==> config.mk <==
export PLATFORM = sky130hd
export DESIGN_NAME = sar_comp_responder
export DESIGN_NICKNAME = d
export VERILOG_FILES = /design/src/rtl/sar_comp_responder.sv
export SDC_FILE = /design/constraint.sdc
export NUM_CORES = 1
export LEC_CHECK = 0
export CAP_MARGIN = 0
export CORE_MARGIN = 3
export CORE_UTILIZATION = 25
export CTS_BUF_LIST = sky130_fd_sc_hd__clkbuf_4
export DETAILED_ROUTE_END_ITERATION = 8
export RECOVER_POWER = 50
export SLEW_MARGIN = 25
export SYNTH_ARGS = -nofsm -noshare
export SYNTH_HDL_FRONTEND = slang
export SYNTH_SLANG_ARGS = --single-unit
==> constraint.sdc <==
create_clock -name clk -period 2.08 [get_ports clk]
set_input_delay 0.208 -clock clk [delete_from_list [all_inputs] [get_ports clk]]
set_output_delay 0.208 -clock clk [all_outputs]
set_load 0.05 [all_outputs]
==> src/rtl/sar_comp_responder.sv <==
// Comparator-side responder for SAR closed-loop testing: tracks/holds vin, returns one decision per DAC code.
// Optional COMP_OFFSET_EN adds a signed 4-bit comparator offset port (ofs) with saturation.
// state    | meaning
// IDLE     | waiting for ena
// TRACK    | following vin, timer counts down the track phase
// HOLD     | sample held, waiting for a DAC trial code
// SETTLE   | DAC settling, decision at terminal count
module sar_comp_responder #(
  parameter int N         = 6,
  parameter int TRACK_CYC = 2,
  parameter int SETTLE    = 2
) (
  input  logic         clk,
  input  logic         rest_n,
  input  logic         ena,
  input  logic [N-1:0] vin,
  input  logic [N-1:0] dac,
  input  logic         dac_load,
`ifdef COMP_OFFSET_EN
  input  logic [3:0]   ofs,
`endif
  output logic         comp,
  output logic         comp_vld,
  output logic         sample_done,
  output logic         busy
);

  localparam int CW = (N > 1) ? $clog2(N) : 1;
  localparam logic [CW-1:0] LAST_BIT = CW'(N - 1);
  localparam logic [3:0] TRACK_LD  = 4'(TRACK_CYC - 1);
  localparam logic [3:0] SETTLE_LD = 4'(SETTLE - 1);

  typedef enum logic [1:0] {S_IDLE, S_TRACK, S_HOLD, S_SETTLE} state_t;

  state_t         state, state_nxt;
  logic [3:0]     timer, timer_nxt;
  logic [N-1:0]   vin_hold, vin_hold_nxt;
  logic [N-1:0]   dac_q, dac_q_nxt;
  logic [CW-1:0]  bit_cnt, bit_cnt_nxt;
  logic           comp_nxt, comp_vld_nxt, sample_done_nxt, busy_nxt;
  logic [N-1:0]   vin_adj;
  logic           decide;

`ifdef COMP_OFFSET_EN
  // Offset applied in N+2 bits so both underflow and overflow are visible before clamping.
  logic [N+1:0] sum;
  always_comb begin
    sum = {2'b00, vin_hold} + {{(N-2){ofs[3]}}, ofs};
    if (sum[N+1])  vin_adj = '0;
    else if (sum[N]) vin_adj = '1;
    else           vin_adj = sum[N-1:0];
  end
`else
  assign vin_adj = vin_hold;
`endif

  assign decide = (vin_adj >= dac_q);

  always_ff @(posedge clk or negedge rest_n) begin
    if (!rest_n) begin
      state       <= S_IDLE;
      timer       <= '0;
      vin_hold    <= '0;
      dac_q       <= '0;
      bit_cnt     <= '0;
      comp        <= 1'b0;
      comp_vld    <= 1'b0;
      sample_done <= 1'b0;
      busy        <= 1'b0;
    end else begin
      state       <= state_nxt;
      timer       <= timer_nxt;
      vin_hold    <= vin_hold_nxt;
      dac_q       <= dac_q_nxt;
      bit_cnt     <= bit_cnt_nxt;
      comp        <= comp_nxt;
      comp_vld    <= comp_vld_nxt;
      sample_done <= sample_done_nxt;
      busy        <= busy_nxt;
    end
  end

  // Priority in active states: abort, then dac_load restart, then terminal count.
  always_comb begin
    state_nxt       = state;
    timer_nxt       = timer;
    vin_hold_nxt    = vin_hold;
    dac_q_nxt       = dac_q;
    bit_cnt_nxt     = bit_cnt;
    comp_nxt        = comp;
    comp_vld_nxt    = 1'b0;
    sample_done_nxt = 1'b0;
    busy_nxt        = busy;
    if (state != S_IDLE && !ena) begin
      state_nxt   = S_IDLE;
      busy_nxt    = 1'b0;
      bit_cnt_nxt = '0;
    end else begin
      case (state)
        S_IDLE: begin
          if (ena) begin
            state_nxt   = S_TRACK;
            busy_nxt    = 1'b1;
            timer_nxt   = TRACK_LD;
            bit_cnt_nxt = '0;
          end
        end
        S_TRACK: begin
          vin_hold_nxt = vin;
          if (timer == 4'd0) begin
            state_nxt       = S_HOLD;
            sample_done_nxt = 1'b1;
          end else begin
            timer_nxt = timer - 4'd1;
          end
        end
        S_HOLD: begin
          if (dac_load) begin
            dac_q_nxt = dac;
            timer_nxt = SETTLE_LD;
            state_nxt = S_SETTLE;
          end
        end
        S_SETTLE: begin
          if (dac_load) begin
            dac_q_nxt = dac;
            timer_nxt = SETTLE_LD;
          end else if (timer == 4'd0) begin
            comp_nxt     = decide;
            comp_vld_nxt = 1'b1;
            if (bit_cnt == LAST_BIT) begin
              state_nxt   = S_IDLE;
              busy_nxt    = 1'b0;
              bit_cnt_nxt = '0;
            end else begin
              state_nxt   = S_HOLD;
              bit_cnt_nxt = bit_cnt + CW'(1);
            end
          end else begin
            timer_nxt = timer - 4'd1;
          end
        end
        default: state_nxt = S_IDLE;
      endcase
    end
  end

endmodule

After elaboration in Yosys (flattened, before gate mapping)

Cells that the tools add are included.

Flip-flop bits (word level): 25

Add/sub/neg operators: 2
Magnitude comparators: 1
Eq/ne operators: 12
Muxes and demuxes: 31
Bitwise gates (word level): 2
Reduce and logical (&&, ||, !) cells: 14

Operators with widths:

| kind                                                               | number |
|---|---|
| 3-bit inequality test, second input constant                       | 6 |
| 4-bit two-way mux                                                  | 4 |
| 4-bit case mux with 4 select lines                                 | 1 |
| 3-bit two-way mux                                                  | 5 |
| 2-bit two-way mux                                                  | 7 |
| 1-bit two-way mux                                                  | 11 |
| 5-bit AND reduction                                                | 2 |
| 2-bit case mux with 4 select lines                                 | 1 |
| 4-bit AND reduction                                                | 2 |
| 6-bit greater-or-equal comparator                                  | 1 |
| 3-bit case mux with 2 select lines                                 | 1 |
| 3-bit AND reduction                                                | 2 |
| 2-bit == test, second input constant                               | 2 |
| 4-bit logical NOT                                                  | 1 |
| 2-bit inequality test, second input constant                       | 2 |
| 4-bit by 1-bit subtractor with 4-bit output, second input constant | 1 |
| 3-bit by 1-bit adder with 3-bit output, second input constant      | 1 |
| 3-bit == test, second input constant                               | 1 |
| 3-bit nonzero test                                                 | 1 |
| 2-bit by 1-bit == test with 1-bit output, second input constant    | 1 |
| 2-bit logical NOT                                                  | 1 |
| 1-bit inverter                                                     | 2 |
| 1-bit case mux with 2 select lines                                 | 1 |
| 2-bit AND reduction                                                | 1 |
| other kinds (4)                                                    | 4 |

Depth between registers and ports, before layout

Depth in word-level cells: 6
Depth in mapped cells: 7
Mapped depth without buffers: 6

Worst setup path after synthesis

No wires, ideal clock.

Kind: register to register
Start point: reg timer[0]
End point: reg comp
Setup time: 0.126 ns
Arrival: 1.666 ns
Path slack: 0.288 ns
Cell stages (with the launch flop): 8
Cells stage by stage: dfrtp_1 inv_1 ha_1 or3b_1 buf_6 nor3_4 o21ai_1 o32a_1

Cells in the longest elaborated chain, start to end: 2

Ends and longest elaborated chain:

| element                       | RTL line | text |
|---|---|---|
| start: declaration            | 36       | `logic [3:0] timer, timer_nxt;` |
| start signal: assignment      | 72       | `timer <= timer_nxt;` |
| 4-bit logical NOT             | 128      | `end else if (timer == 4'd0) begin` |
| 4-bit AND reduction (no line) | --       |  |
| end signal: assignment        | 76       | `comp <= comp_nxt;` |
| end: declaration              | 22       | `output logic comp,` |

No other way between the ends.
A chain may end at the register's enable or synchronous reset.

Worst setup path after layout

Start point: reg timer[0]
End point: reg bit_cnt[1]

Cells in the longest elaborated chain, start to end: 3

Ends and longest elaborated chain:

| element                         | RTL line | text |
|---|---|---|
| 4-bit logical NOT               | 128      |  |
| 3-bit inequality test (no line) | --       |  |
| 4-bit AND reduction (no line)   | --       |  |
| end signal: assignment          | 75       | `bit_cnt <= bit_cnt_nxt;` |
| end: declaration                | 39       | `logic [CW-1:0] bit_cnt, bit_cnt_nxt;` |

No other way between the ends.

==> results.md <==
* Post-route insts no fill at 201
* Setup Fix Bufs, Post-CTS at 0
* FFs w/ async S/R, synth at between 90% and 100%
* Req. time, crit path at ~2.3 ns
* Layout cell share with drive strength beyond 1 at 14.9%
* Status: completed
* Clk slew on worst S/H paths at between 0.1 and 0.15 ns
* Worst Hold Class: primary input to flip-flop
* Via density per instance at 4.54
* Worst slew margin at 11.4%
* Die Wd at 77.4 um
* Worst-Margin Slew at 1.33 ns
* Register area at 626 um2
* Mean Syn Cell Area at 11.1 um2
* Top-count cell post-synth: dfrtp_1
* CP peak stage delay at 0.49 ns
* Post-Route Setup TNS at 0 ns
* CP arrival at 2.15 ns
* Synth Instances at roughly 120
* Htree depth at 1
* Final WL at roughly 2400 um
* Pin count of the biggest net entering global routing at 26
* Worst Setup Start Kind: flip-flop
* Finished Cell Area at 0.00156 mm2
* Area after DPL at 0.00154 mm2
* First-pass GRT wire length at 4270 um
* RSZ-0062 raised after global routing: false
* Avg WL per Cell at about 12 um
* Via Count at ~910
* Post-synth EDFFs at 0
* Leading area contributor after synthesis: dfrtp_1
* Layout fillers at roughly 510
* IO buf count at 19
* Fmax at 519 MHz
* Mapped Nets at 138
* Synthesis warning total at 0
* Post-DP HPWL at 1830 um
* Max Cap Viol at 0
* Area of the multi-input gates at between 500 and 600 um2
* Fin. Hold Viols at 0
* R2R setup slack at between 0.15 and 0.2 ns
* Final nets at 158
* Std-Cell Rows at 25
* CP max stage cell: or3b_1
* Synth area leaders: dfrtp_1 49%, mux2_2 11%, ha_1 6.9%
* Clk sinks at 25
* Seq cells post-synth at 25
* Antenna fix cells at 0
* Starting Density at approximately a quarter
* GRT Total Usage at under 10%
* Remaining global-route overflow at 0
* I/O pins at 20
* Leakage power at 0.672 nW
* Initial antenna violation count at 0
* Die height at 77.4 um
* CTS tree: done
* Number of CTS-inserted buffers at 3
* Minimum clock period at 1.93 ns
* CTS Buffer Depth at 2
* Vias in the first global route at 963
* Die ar. at 0.00599 mm2
* Period utilisation layout at between 90 and 100%
* Sequential share of the synthesized area at 49.1%
* Hold_buf cts at 0
* Crit-path max FO at 7
* Cells along the critical path: inv_1, ha_1, or3b_1, o32ai_1, o21ai_1, a32o_1
* Pwr Density at 1130 mW/mm2
* Setup violations, final at 0
* Initial DRC count at 54
* Resize count post-CTS at 0
* Layout area overhead at 22.4%
* Synth top cells by count: 25 x dfrtp_1, 12 x mux2_2, 11 x inv_1
* Max-slew violations at 0
* Critical Path End Type: flip-flop
* Placed Cells at around 200
* Pre-antenna DRT Iters at 4
* Post-route ant nets at 0
* Cell variety after synth at 37
* Peak supply drop at 0.000481 V
* CORE AREA at 0.00482 mm2
* Clock Latency Late Sink at 0.31 ns
* Syn Std Cell Area at 0.00127 mm2
* Ys flop type: dfrtp_1
* Setup Crit Path Kind: flip-flop to flip-flop
* Share of the synthesized area in the top cell type at 49.1%
* Clock Skew at ~0.0053 ns
* CTS Root Cell: clkbuf_4
* DRC at 0
* Routability cong. at 0.809
[worst paths after layout]
kind,cells past startpoint,end,startpoint
setup / recovery,6,bit_cnt[1],timer[0]
hold / removal,2,vin_adj[3],vin[3]
setup reg to reg,6,bit_cnt[1],timer[0]
hold reg to reg,1,dac_q[4],dac_q[4]
max in group asynchronous,2,timer[2],rest_n
min in group asynchronous,2,dac_q[3],rest_n
[per-layer routing]
| metal | vias to the layer above | part of all wire (%) | wire (um) | track usage, % |
|---|---|---|---|---|
| met5 | - | 0 | 0 | 0 |
| met2 | 16 | 49 | 1160 | 14.9 |
| met1 | 443 | 46 | 1100 | 10.7 |
| met4 | 0 | 0.42 | 10 | 2.85 |
| li1 | 451 | - | - | - |
| met3 | 2 | 4.4 | 103 | 2.32 |
[stage by stage]
step / hold WS [ns] / setup slack (ns) / power (mW) / utilization (%)
global route: 0.482 / 0.0290 / 1.92 / 32.4
detailed placement: 0.497 / 0.182 / 1.56 / 31.9
CTS: 0.235 / 0.162 / 1.78 / 32.5
finish: 0.491 / 0.152 / 1.76 / 32.4
floorplan: -0.0876 / 0.288 / 1.37 / -
global placement: 0.490 / 0.241 / 1.52 / 31.9
[area by class of cell]
cell class	count	area share, %
sequential	25	40.1
multi-input combinational	72	36.7
timing repair buffer	22	13.4
tap	67	5.37
inverter	11	2.65
clock buffer	3	1.44
clock inverter	1	0.321
[sequential cells by signal, indices dropped and copies added (netlist names)]
register and flops:
comp 1, sample_done 1, vin_adj 6, busy 1, timer 4, comp_vld 1
bit_cnt 3, state 2, dac_q 6
[cell usage in the layout, fill, tap and decap left out, drive strengths merged, types with 2 or more instances in the layout]
cell	netlist	routed
nand3	3	3
dfrtp	25	25
clkdlybuf4s50	0	18
a32o	3	3
inv	11	11
o21ai	6	6
nand2	5	5
ha	7	7
nand2b	3	3
nor3	3	3
clkbuf	4	4
buf	3	2
nor2	5	5
mux2	12	12
a21oi	3	3
o221ai	3	3
nor2b	2	2
[logic make-up after synthesis]
| logic type | count (synthesis) | share of synthesized area, % |
|---|---|---|
| AOI/OAI and AO/OA | 25 | 14.5 |
| and+or+nand+nor | 27 | 12.2 |
| adders and majority gates | 8 | 7.65 |
| muxes | 12 | 10.6 |
| buffers and inverters | 18 | 5.99 |
| DFF | 25 | 49.1 |
[where the power goes]
group	total (mW)	internal [mW]	switching (mW)	leakage (nW)
Combinational	0.748	0.358	0.390	0.338
Clock	0.216	0.0719	0.144	0.0177
Sequential	0.791	0.659	0.132	0.316
[critical path, delay by kind of cell, from the launching register on]
family          cells  cell delay (ns)
compound gates      3             0.67
simple gates        1             0.49
flops               1             0.43
fa+ha+maj           1             0.19
buf+inv             1             0.07
(Power assumes the default switching activity.)
